File: config.mk
export PLATFORM = sky130hd
export DESIGN_NAME = bcd_display_feeder
export DESIGN_NICKNAME = d
export VERILOG_FILES = /design/src/rtl/display_pkg.sv /design/src/rtl/bcd_add3.sv /design/src/rtl/bcd_display_feeder.sv
export SDC_FILE = /design/constraint.sdc
export NUM_CORES = 1
export LEC_CHECK = 0
export ABC_CLOCK_PERIOD_IN_PS = 1350
export CORE_MARGIN = 1
export CORE_UTILIZATION = 35
export DETAILED_ROUTE_END_ITERATION = 10
export GPL_TIMING_DRIVEN = 0
export PLACE_DENSITY = 0.59
export SLEW_MARGIN = 20
export SYNTH_ARGS = -nofsm -noshare
export SYNTH_HDL_FRONTEND = slang
export SYNTH_HIERARCHICAL = 1
export SYNTH_SLANG_ARGS = --single-unit
File: constraint.sdc
create_clock -name clk -period 1.35 [get_ports clk]
set_input_delay 0.3375 -clock clk [delete_from_list [all_inputs] [get_ports clk]]
set_output_delay 0.3375 -clock clk [all_outputs]
set_load 0.01 [all_outputs]
File: src/rtl/display_pkg.sv
// Shared definitions for the seven-segment display feeder path.
//   state_t        : conversion FSM states
//   BCD_MAX        : largest value representable in four BCD digits
//   DIGITS         : number of BCD digits held for the scanner
//   POS_*          : scanner nibble-MSB indices for each digit
package display_pkg;

  typedef enum logic [1:0] {
    IDLE,
    SHIFT,
    DONE
  } state_t;

  localparam int unsigned BCD_MAX = 9999;
  localparam int unsigned DIGITS  = 4;

  localparam logic [3:0] POS_UNITS     = 4'd3;
  localparam logic [3:0] POS_TENS      = 4'd7;
  localparam logic [3:0] POS_HUNDREDS  = 4'd11;
  localparam logic [3:0] POS_THOUSANDS = 4'd15;

endpackage

File: src/rtl/bcd_add3.sv
// Double-dabble correction cell for one BCD nibble.
//   d : nibble before the shift
//   q : d + 3 when d >= 5, otherwise d (no carry out of the nibble)
module bcd_add3 (
  input  logic [3:0] d,
  output logic [3:0] q
);

  always_comb begin
    q = d;
    if (d >= 4'd5) begin
      q = d + 4'd3;
    end
  end

endmodule

File: src/rtl/bcd_display_feeder.sv
// Binary-to-BCD feeder for the 4-digit seven-segment scanner.
// A sequential double-dabble converts a saturated binary value into four
// packed BCD digits; the result is published to a display register only when
// the conversion completes, so the scanner never sees a partial value.
//   clk, rst  : rising-edge clock, synchronous active-high reset
//   value     : binary input, sampled when start is accepted
//   start     : conversion request (pulse or level), ignored while busy
//   busy      : conversion in progress, through the DONE cycle
//   done      : one-cycle pulse when the display register has new digits
//   overflow  : last accepted value exceeded 9999 (saturated)
//   posicion  : scanner nibble MSB index (3/7/11/15), low two bits ignored
//   numA      : BCD digit selected by posicion, combinational
module bcd_display_feeder
  import display_pkg::*;
#(
  parameter int unsigned WIDTH  = 14,
  parameter int unsigned DIGITS = 4
) (
  input  logic             clk,
  input  logic             rst,
  input  logic [WIDTH-1:0] value,
  input  logic             start,
  output logic             busy,
  output logic             done,
  output logic             overflow,
  input  logic [3:0]       posicion,
  output logic [3:0]       numA
);

  localparam int unsigned CW = $clog2(WIDTH);
  localparam int unsigned BW = 4 * DIGITS;

  state_t           state;
  logic [BW-1:0]    acc;
  logic [BW-1:0]    acc_adj;
  logic [BW-1:0]    acc_next;
  logic [BW-1:0]    display;
  logic [WIDTH-1:0] bin;
  logic [CW-1:0]    cnt;
  logic             over;
  logic [3:0]       base;

  assign over = (32'(value) > BCD_MAX);

  for (genvar i = 0; i < DIGITS; i++) begin : g_add3
    bcd_add3 u_add3 (
      .d (acc[4*i +: 4]),
      .q (acc_adj[4*i +: 4])
    );
  end

  assign acc_next = {acc_adj[BW-2:0], bin[WIDTH-1]};

  always_ff @(posedge clk) begin
    if (rst) begin
      state    <= IDLE;
      busy     <= 1'b0;
      done     <= 1'b0;
      overflow <= 1'b0;
      acc      <= '0;
      bin      <= '0;
      cnt      <= '0;
      display  <= '0;
    end else begin
      done <= 1'b0;
      unique case (state)
        IDLE: begin
          if (start) begin
            bin      <= over ? WIDTH'(BCD_MAX) : value;
            overflow <= over;
            acc      <= '0;
            cnt      <= '0;
            busy     <= 1'b1;
            state    <= SHIFT;
          end
        end
        SHIFT: begin
          acc <= acc_next;
          bin <= {bin[WIDTH-2:0], 1'b0};
          cnt <= cnt + CW'(1);
          // The final accumulator is loaded into the display on the last
          // shift edge so that done and the new digits share the DONE cycle.
          if (cnt == CW'(WIDTH - 1)) begin
            display <= acc_next;
            done    <= 1'b1;
            state   <= DONE;
          end
        end
        DONE: begin
          busy  <= 1'b0;
          state <= IDLE;
        end
        default: begin
          busy  <= 1'b0;
          state <= IDLE;
        end
      endcase
    end
  end

  // Masking keeps only posicion[3:2]; the nibble base is a multiple of 4.
  assign base = posicion & 4'b1100;
  assign numA = display[base +: 4];

endmodule

==> results of run 1 <==
-- layout by cell type, fill, tap and decap left out, types with 3 or more instances in the layout --
master and n:
dfxtp_1 36, nor2_1 27, buf_4 26, a22oi_1 17, o21ai_1 17, a21oi_1 17, nand2_1 16, dfxtp_2 14
nand3_1 13, clkdlybuf4s50_1 13, ha_4 9, buf_2 7, buf_6 7, clkbuf_8 7, a21oi_2 7, o21ba_1 7
o221ai_1 7, nand2b_4 5, nand3_2 5, o21ai_2 5, nand2b_1 5, nor3_1 5, nand4_1 5, dfxtp_4 5
dlygate4sd2_1 5, mux4_2 4, inv_2 4, inv_4 4, a21oi_4 4, clkbuf_2 3, a22oi_2 3, mux2i_2 3
-- per-layer routing --
metal / global-route usage (%) / share of wire (%) / vias to the layer above
li1: - / - / 1184
met1: 24.6 / 48 / 1124
met2: 27.9 / 48 / 44
met3: 3.05 / 2.8 / 6
met4: 4.33 / 0.86 / 0
met5: 0 / 0 / -
-- critical path, stage by stage, from the launching register on --
cell and delay (ns):
dfxtp_2 0.33, mux4_2 0.47, buf_6 0.14
-- worst max path at each step --
stage | depth (start not counted) | endpoint | start | slack [ns]
final | 2 | numA[0] | display[12] | -0.24
after global routing | 2 | numA[0] | display[0] | -0.29
after CTS | 2 | numA[0] | display[12] | -0.24
after detailed placement | 3 | numA[0] | posicion[2] | -0.98
after global placement | 3 | numA[0] | posicion[2] | -0.97
after floorplan | 7 | display[10] | acc[9] | 0.005
-- flip-flops by register name, summed over array words and instances (netlist names) --
name and cells:
done 1, acc 16, state 2, busy 1, display 16, overflow 1
cnt 4, bin 14
-- power by group --
group / internal (mW) / switching [mW] / leakage [nW]
combinational: 0.194 / 0.217 / 0.901
sequential: 1.67 / 0.0400 / 0.458
clock: 0.422 / 0.535 / 0.0484
-- through the flow --
stage               power (mW)  instance area [µm²]  instances  hold WS [ns]  utilization (%)
global placement          2.11                 3030        419         0.459             41.6
finish                    3.07                 3770        450         0.367             51.7
global route              3.22                 3770        450         0.372             51.7
floorplan                 1.96                 2660        295         0.456                -
detailed placement        2.11                 3030        419         0.474             41.6
CTS                       3.07                 3480        441         0.479             47.7
-- timing repair --
item | in CTS | in global routing
pin swaps | 18 | 22
gates cloned | 0 | 1
hold endpoints to repair | 0 | 0
setup endpoints to repair | 58 | 41
hold buffers | 0 | 0
resized for setup | 96 | 56
setup buffers | 14 | 8
-- area by class of cell --
type | instances | area share [%]
Multi-Input combinational cell | 209 | 46.7
Inverter | 11 | 1.36
Tap cell | 99 | 3.29
Buffer | 20 | 4.45
Timing Repair Buffer | 48 | 11.5
Clock buffer | 7 | 2.29
Clock inverter | 1 | 0.232
Sequential cell | 55 | 30.2
==> flow_summary.json, run 1 <==
{
  "outcome": "complete, but fails checks",
  "violations": "setup timing",
  "timing.rr.end": "acc[10]",
  "grt.overflow.total": 0,
  "avgViaCountPerCell": 5.24,
  "period_needed_ns": 1.59,
  "num_io_pins": 28,
  "crit_fanout": 2,
  "slew_violations": 0,
  "dieHeight_um": 89.1,
  "required_ns": 1.01,
  "grt_max_degree": 17,
  "avgRoutedWirePerCell_um": 15.0,
  "cts_tree": "yes",
  "r2r-start": "acc[9]",
  "rows": 31,
  "start_util_pct": 36.4,
  "num-fill-cells": 677,
  "via_count": 2358,
  "first_pass_iters": 4,
  "ctsHtreeMaxLevel": 2,
  "syn_area_per_cell_um2": 9.01,
  "r2r_slack_ns": -0.08,
  "cp.arrival_ns": 1.25,
  "cts_made_buffers": 5,
  "tightest_slew_ns": 0.374,
  "grt_usage_pct": 17.5,
  "rsz0062_at_grt": "true",
  "reg2regPathDepth": 7,
  "dieArea_um2": 7950,
  "dpl_worst_slack_ns": -0.978,
  "routed_wl_mm": 6.76,
  "hold_class": "primary input to flip-flop",
  "netlist_area_um2": 2660,
  "finalCritPeriodShare_pct": 118,
  "maxSlewHeadroom_pct": 75.1,
  "drtIter0Drc": 116,
  "clk_pin_slew_ns": 0.10,
  "setup_viol": 18,
  "timing.hold.worst_path_depth": 3,
  "hpwl_mm": 4.47,
  "final_antenna_net_count": 0,
  "clock-sinks": 55,
  "hp-start": "value[4]",
  "syn_to_final_growth_pct": 41.8,
  "final.setup.tns_ns": -1.53,
  "die_x_um": 89.1,
  "power_leakage_nw": 1.41,
  "multi_input_area_um2": 1760,
  "crit_path_start_kind": "flip-flop",
  "drc": 0,
  "max_freq_mhz": 630,
  "peakVddDrop_v": 0.000375,
  "synth_cells": 295,
  "crit_type": "flip-flop to output pin",
  "maxCapViolCount": 0,
  "n_antenna_cell": 0,
  "setup.worst_path.end_class": "output pin",
  "powerDensity_nw_per_um2": 815,
  "ys_warn_count": 6,
  "setup_ws_ns": -0.237,
  "finalClockSkew_ns": 0.0114,
  "drive_gt1_share_pct": 39.3,
  "syn_nets": 326,
  "fin_nets": 381,
  "clk_path_buf_depth": 2,
  "routabilityCongestion": 0.748,
  "hold_viol_final": 0,
  "hold_end": "bin[4]",
  "grt_pass1_wl_mm": 10.6,
  "core-area_um2": 7290,
  "clk_latency_ns": 0.31,
  "port_buffers": 25,
  "antenna_found_initial": 0,
  "regArea_um2": 1140,
  "grt_pass1_vias": 2146,
  "root_buffer": "clkbuf_8"
}
Power figures use the tool's default switching activity.
==> run 2: changes to the inputs <==
--- a/config.mk
+++ b/config.mk
@@ -7,10 +7,10 @@
 export LEC_CHECK = 0
 export ABC_CLOCK_PERIOD_IN_PS = 1350
 export CORE_MARGIN = 1
-export CORE_UTILIZATION = 35
+export CORE_UTILIZATION = 51
 export DETAILED_ROUTE_END_ITERATION = 10
 export GPL_TIMING_DRIVEN = 0
-export PLACE_DENSITY = 0.59
+export PLACE_DENSITY = 0.79
 export SLEW_MARGIN = 20
 export SYNTH_ARGS = -nofsm -noshare
 export SYNTH_HDL_FRONTEND = slang
==> flow_summary.json, run 2 (same netlist as run 1, synthesis figures left out) <==
{
  "final_antenna_net_count": 0,
  "layout.cells.non_filler": 415,
  "fin_nets": 379,
  "p_total_mw": 3.27,
  "maxCapViolCount": 0,
  "num_io_pins": 28,
  "clk_path_buf_depth": 2,
  "outcome": "complete, but fails checks",
  "grt_pass1_vias": 2251,
  "grt_max_degree": 16,
  "crit_start": "display[13]",
  "drtIter0Drc": 238,
  "hold_end": "bin[13]",
  "power_leakage_nw": 1.39,
  "routabilityCongestion": 0.774,
  "root_buffer": "clkbuf_8",
  "reg2regPathDepth": 7,
  "hp-start": "value[13]",
  "timing.rr.end": "acc[6]",
  "ctsHtreeMaxLevel": 2,
  "antenna_found_initial": 0,
  "first_pass_iters": 6,
  "rows": 25,
  "setup_ws_ns": -0.277,
  "finalClockSkew_ns": 0.00825,
  "cts_tree": "yes",
  "num-fill-cells": 290,
  "grt_pass1_wl_mm": 11.0,
  "tightest_slew_ns": 0.427,
  "postCtsHoldBufs": 0,
  "start_util_pct": 54.5,
  "port_buffers": 25,
  "fin_area_um2": 3790,
  "crit_type": "flip-flop to output pin",
  "crit_path_start_kind": "flip-flop",
  "timing.hold.worst_path_depth": 3,
  "clock-sinks": 55,
  "violations": "setup timing",
  "routed_wl_mm": 8.09,
  "n_antenna_cell": 0,
  "avgViaCountPerCell": 6.35,
  "crit_fanout": 2,
  "cp.arrival_ns": 1.29,
  "clk_latency_ns": 0.32,
  "hpwl_mm": 4.35,
  "syn_to_final_growth_pct": 42.7,
  "period_needed_ns": 1.63,
  "r2r-start": "acc[5]",
  "final_common_cell": "dfxtp_1",
  "avgRoutedWirePerCell_um": 19.5,
  "finalCritPeriodShare_pct": 121,
  "clk_pin_slew_ns": 0.10,
  "place_area_um2": 2990,
  "dieArea_um2": 5500,
  "dieHeight_um": 74.2,
  "cts_made_buffers": 5,
  "peakVddDrop_v": 0.000857,
  "grt.overflow.total": 0,
  "drive_gt1_share_pct": 39.7,
  "via_count": 2637,
  "core-area_um2": 4880,
  "setup.worst_path.end_class": "output pin",
  "place_inst": 387,
  "setup_viol": 21,
  "slew_violations": 0,
  "final_cell_mix": "dfxtp_1 (37), nor2_1 (26), buf_4 (19), a21oi_1 (19), o21ai_1 (17)",
  "drc": 0,
  "powerDensity_nw_per_um2": 864,
  "grt_usage_pct": 26.6,
  "hold_viol_final": 0,
  "hold_class": "primary input to flip-flop",
  "max_freq_mhz": 615,
  "final.setup.tns_ns": -2.80,
  "rsz0062_at_grt": "true",
  "die_x_um": 74.2,
  "r2r_slack_ns": -0.26,
  "reg_top3": "acc: 16 flops, display: 16 flops, bin: 14 flops",
  "required_ns": 1.01,
  "maxSlewHeadroom_pct": 71.2
}
==> run 2: how the worst max path moves through the flow <==
| stage | to | depth (start not counted) | slack, ns |
|---|---|---|---|
| floorplan | display[10] | 7 | 0.005 |
| global placement | numA[2] | 3 | -1.01 |
| detailed placement | numA[3] | 3 | -1.01 |
| CTS | numA[2] | 2 | -0.25 |
| global route | acc[6] | 7 | -0.33 |
| finish | numA[1] | 2 | -0.28 |
==> run 2: critical path, stage by stage (launching register included) <==
cell     delay (ns)
dfxtp_2        0.35
mux4_2         0.46
buf_2          0.15
==> run 2: routing by layer <==
layer	wire [µm]	GRT usage [%]	up-vias
li1	-	-	1182
met2	3990	44.1	133
met4	250	7.26	0
met5	0	0	-
met3	548	4.88	29
met1	3300	35.7	1293
==> run 2: repair_timing <==
item,in CTS,in global routing
endpoints found under the setup margin,58,47
hold endpoints to repair,0,0
setup buffers,14,7
gates resized for setup,103,62
pin swaps,18,35
==> run 2: cell type report <==
| type | count | area [µm²] | area share, % |
|---|---|---|---|
| Sequential cell | 55 | 1140 | 30.0 |
| Timing Repair Buffer | 46 | 424 | 11.2 |
| Multi-Input combinational cell | 209 | 1820 | 48.0 |
| Clock buffer | 6 | 72.6 | 1.91 |
| Tap cell | 67 | 83.8 | 2.21 |
| Clock inverter | 1 | 30.0 | 0.792 |
| Buffer | 20 | 168 | 4.42 |
| Inverter | 11 | 56.3 | 1.49 |
==> run 2: through the flow <==
stage | utilization [%] | hold slack (ns) | setup slack [ns]
finish | 77.7 | 0.448 | -0.277
global route | 77.7 | 0.477 | -0.334
CTS | 71.1 | 0.471 | -0.253
detailed placement | 61.3 | 0.460 | -1.01
global placement | 61.3 | 0.459 | -1.01
floorplan | - | 0.456 | 0.00498
==> run 2: power breakdown <==
part           leakage, nW  internal, mW  switching, mW  total, mW
Combinational        0.882         0.215          0.255      0.470
Clock               0.0513         0.545          0.557       1.10
Sequential           0.458          1.66         0.0392       1.70
Total                 1.39          2.42          0.851       3.27
==> run 3: changes to the inputs <==
--- a/config.mk
+++ b/config.mk
@@ -6,7 +6,7 @@
 export NUM_CORES = 1
 export LEC_CHECK = 0
 export ABC_CLOCK_PERIOD_IN_PS = 1350
-export CORE_MARGIN = 1
+export CORE_MARGIN = 4
 export CORE_UTILIZATION = 51
 export DETAILED_ROUTE_END_ITERATION = 10
 export GPL_TIMING_DRIVEN = 0
==> flow_summary.json, run 3 (same netlist as run 1, synthesis figures left out) <==
{
  "hpwl_mm": 4.27,
  "drtIter0Drc": 197,
  "outcome": "complete, but fails checks",
  "clk_pin_slew_ns": 0.11,
  "cpMaxStageDelayCell": "mux4_2",
  "dieHeight_um": 80.2,
  "crit_type": "flip-flop to output pin",
  "routed_wl_mm": 7.38,
  "core-area_um2": 5070,
  "setup.worst_path.end_class": "output pin",
  "max_freq_mhz": 619,
  "n_antenna_cell": 0,
  "clk_latency_ns": 0.32,
  "drive_gt1_share_pct": 38.4,
  "final_common_cell": "dfxtp_1",
  "clock-sinks": 55,
  "slew_violations": 0,
  "rows": 26,
  "max_stage_delay_ns": 0.45,
  "first_pass_iters": 5,
  "hold_viol_final": 0,
  "maxSlewHeadroom_pct": 77.2,
  "syn_to_final_growth_pct": 40.3,
  "port_buffers": 25,
  "setup_ws_ns": -0.265,
  "drc": 0,
  "setup_viol": 18,
  "grt_pass1_wl_mm": 11.3,
  "crit_chain": "mux4_2 -> buf_2",
  "tightest_slew_ns": 0.338,
  "grt_usage_pct": 22.3,
  "final_antenna_net_count": 0,
  "via_count": 2477,
  "routabilityCongestion": 0.780,
  "period_needed_ns": 1.62,
  "power_leakage_nw": 1.38,
  "finalClockSkew_ns": 0.0125,
  "num-fill-cells": 340,
  "fin_nets": 376,
  "reg_top3": "acc: 16 flops, display: 16 flops, bin: 14 flops",
  "cts_made_buffers": 5,
  "avgViaCountPerCell": 5.95,
  "finalCritPeriodShare_pct": 120,
  "rsz0062_at_grt": "true",
  "root_buffer": "clkbuf_8",
  "grt_max_degree": 17,
  "clk_path_buf_depth": 2,
  "start_util_pct": 52.4,
  "required_ns": 1.01,
  "final.setup.tns_ns": -2.21,
  "maxCapViolCount": 0,
  "grt_pass1_vias": 2373,
  "cts_tree": "yes",
  "hold_class": "primary input to flip-flop",
  "peakVddDrop_v": 0.000692,
  "powerDensity_nw_per_um2": 922,
  "grt.overflow.total": 0,
  "ctsHtreeMaxLevel": 2,
  "die_x_um": 80.2,
  "layout.cells.non_filler": 416,
  "crit_fanout": 2,
  "avgRoutedWirePerCell_um": 17.7,
  "dieArea_um2": 6430,
  "place_inst": 390,
  "final_cell_mix": "dfxtp_1 (38), nor2_1 (27), buf_4 (20)",
  "crit_path_start_kind": "flip-flop",
  "violations": "setup timing",
  "antenna_found_initial": 0,
  "num_io_pins": 28,
  "cp.arrival_ns": 1.28
}
[run 3: area by class of cell]
cell class	count	area (µm²)	area share (%)
Multi-Input combinational cell	209	1760	47.2
Sequential cell	55	1140	30.6
Timing Repair Buffer	43	384	10.3
Buffer	20	175	4.70
Tap cell	70	87.6	2.35
Clock buffer	6	72.6	1.95
Clock inverter	2	60.1	1.61
Inverter	11	48.8	1.31
[run 3: what timing repair did]
action,in CTS,in global routing
setup endpoints to repair,59,47
setup buffers,10,8
pin swaps,20,19
resized for setup,99,53
hold buffers,0,0
[run 3: metrics by stage]
step / utilization (%) / setup WS, ns / power [mW] / area (µm²) / hold WS [ns]
after floorplan: - / 0.00498 / 1.96 / 2660 / 0.456
after global placement: 59.0 / -1.01 / 2.10 / 3000 / 0.464
after detailed placement: 59.0 / -1.00 / 2.10 / 3000 / 0.465
after CTS: 68.1 / -0.248 / 3.39 / 3460 / 0.479
after global routing: 73.4 / -0.288 / 3.56 / 3730 / 0.435
final: 73.4 / -0.265 / 3.44 / 3730 / 0.424
[run 3: where the power goes]
part / internal (mW) / leakage, nW / switching, mW
logic: 0.203 / 0.860 / 0.230
registers: 1.66 / 0.457 / 0.0401
clock network: 0.742 / 0.0654 / 0.560
[run 3: per-layer routing]
metal	part of all wire (%)	vias to the layer above	wire length, µm	GRT usage [%]
met4	2.2	0	160	9.46
li1	-	1176	-	-
met5	0	-	0	0
met2	51	67	3750	36.8
met1	43	1216	3150	28.3
met3	4.3	18	317	4.48
[run 3: final timing paths]
kind / slack [ns] / cells past startpoint / to / start
max: -0.27 / 2 / numA[0] / display[12]
min: 0.42 / 3 / bin[13] / value[13]
max reg2reg: -0.23 / 7 / display[14] / acc[13]
min reg2reg: 0.48 / 2 / busy / busy
[run 3: worst max-delay path: cells and delay by family, from the launching register on]
| kind | cells | cell delay [ns] |
|---|---|---|
| buffers and inverters | 1 | 0.15 |
| flip-flops | 1 | 0.35 |
| multiplexers | 1 | 0.45 |
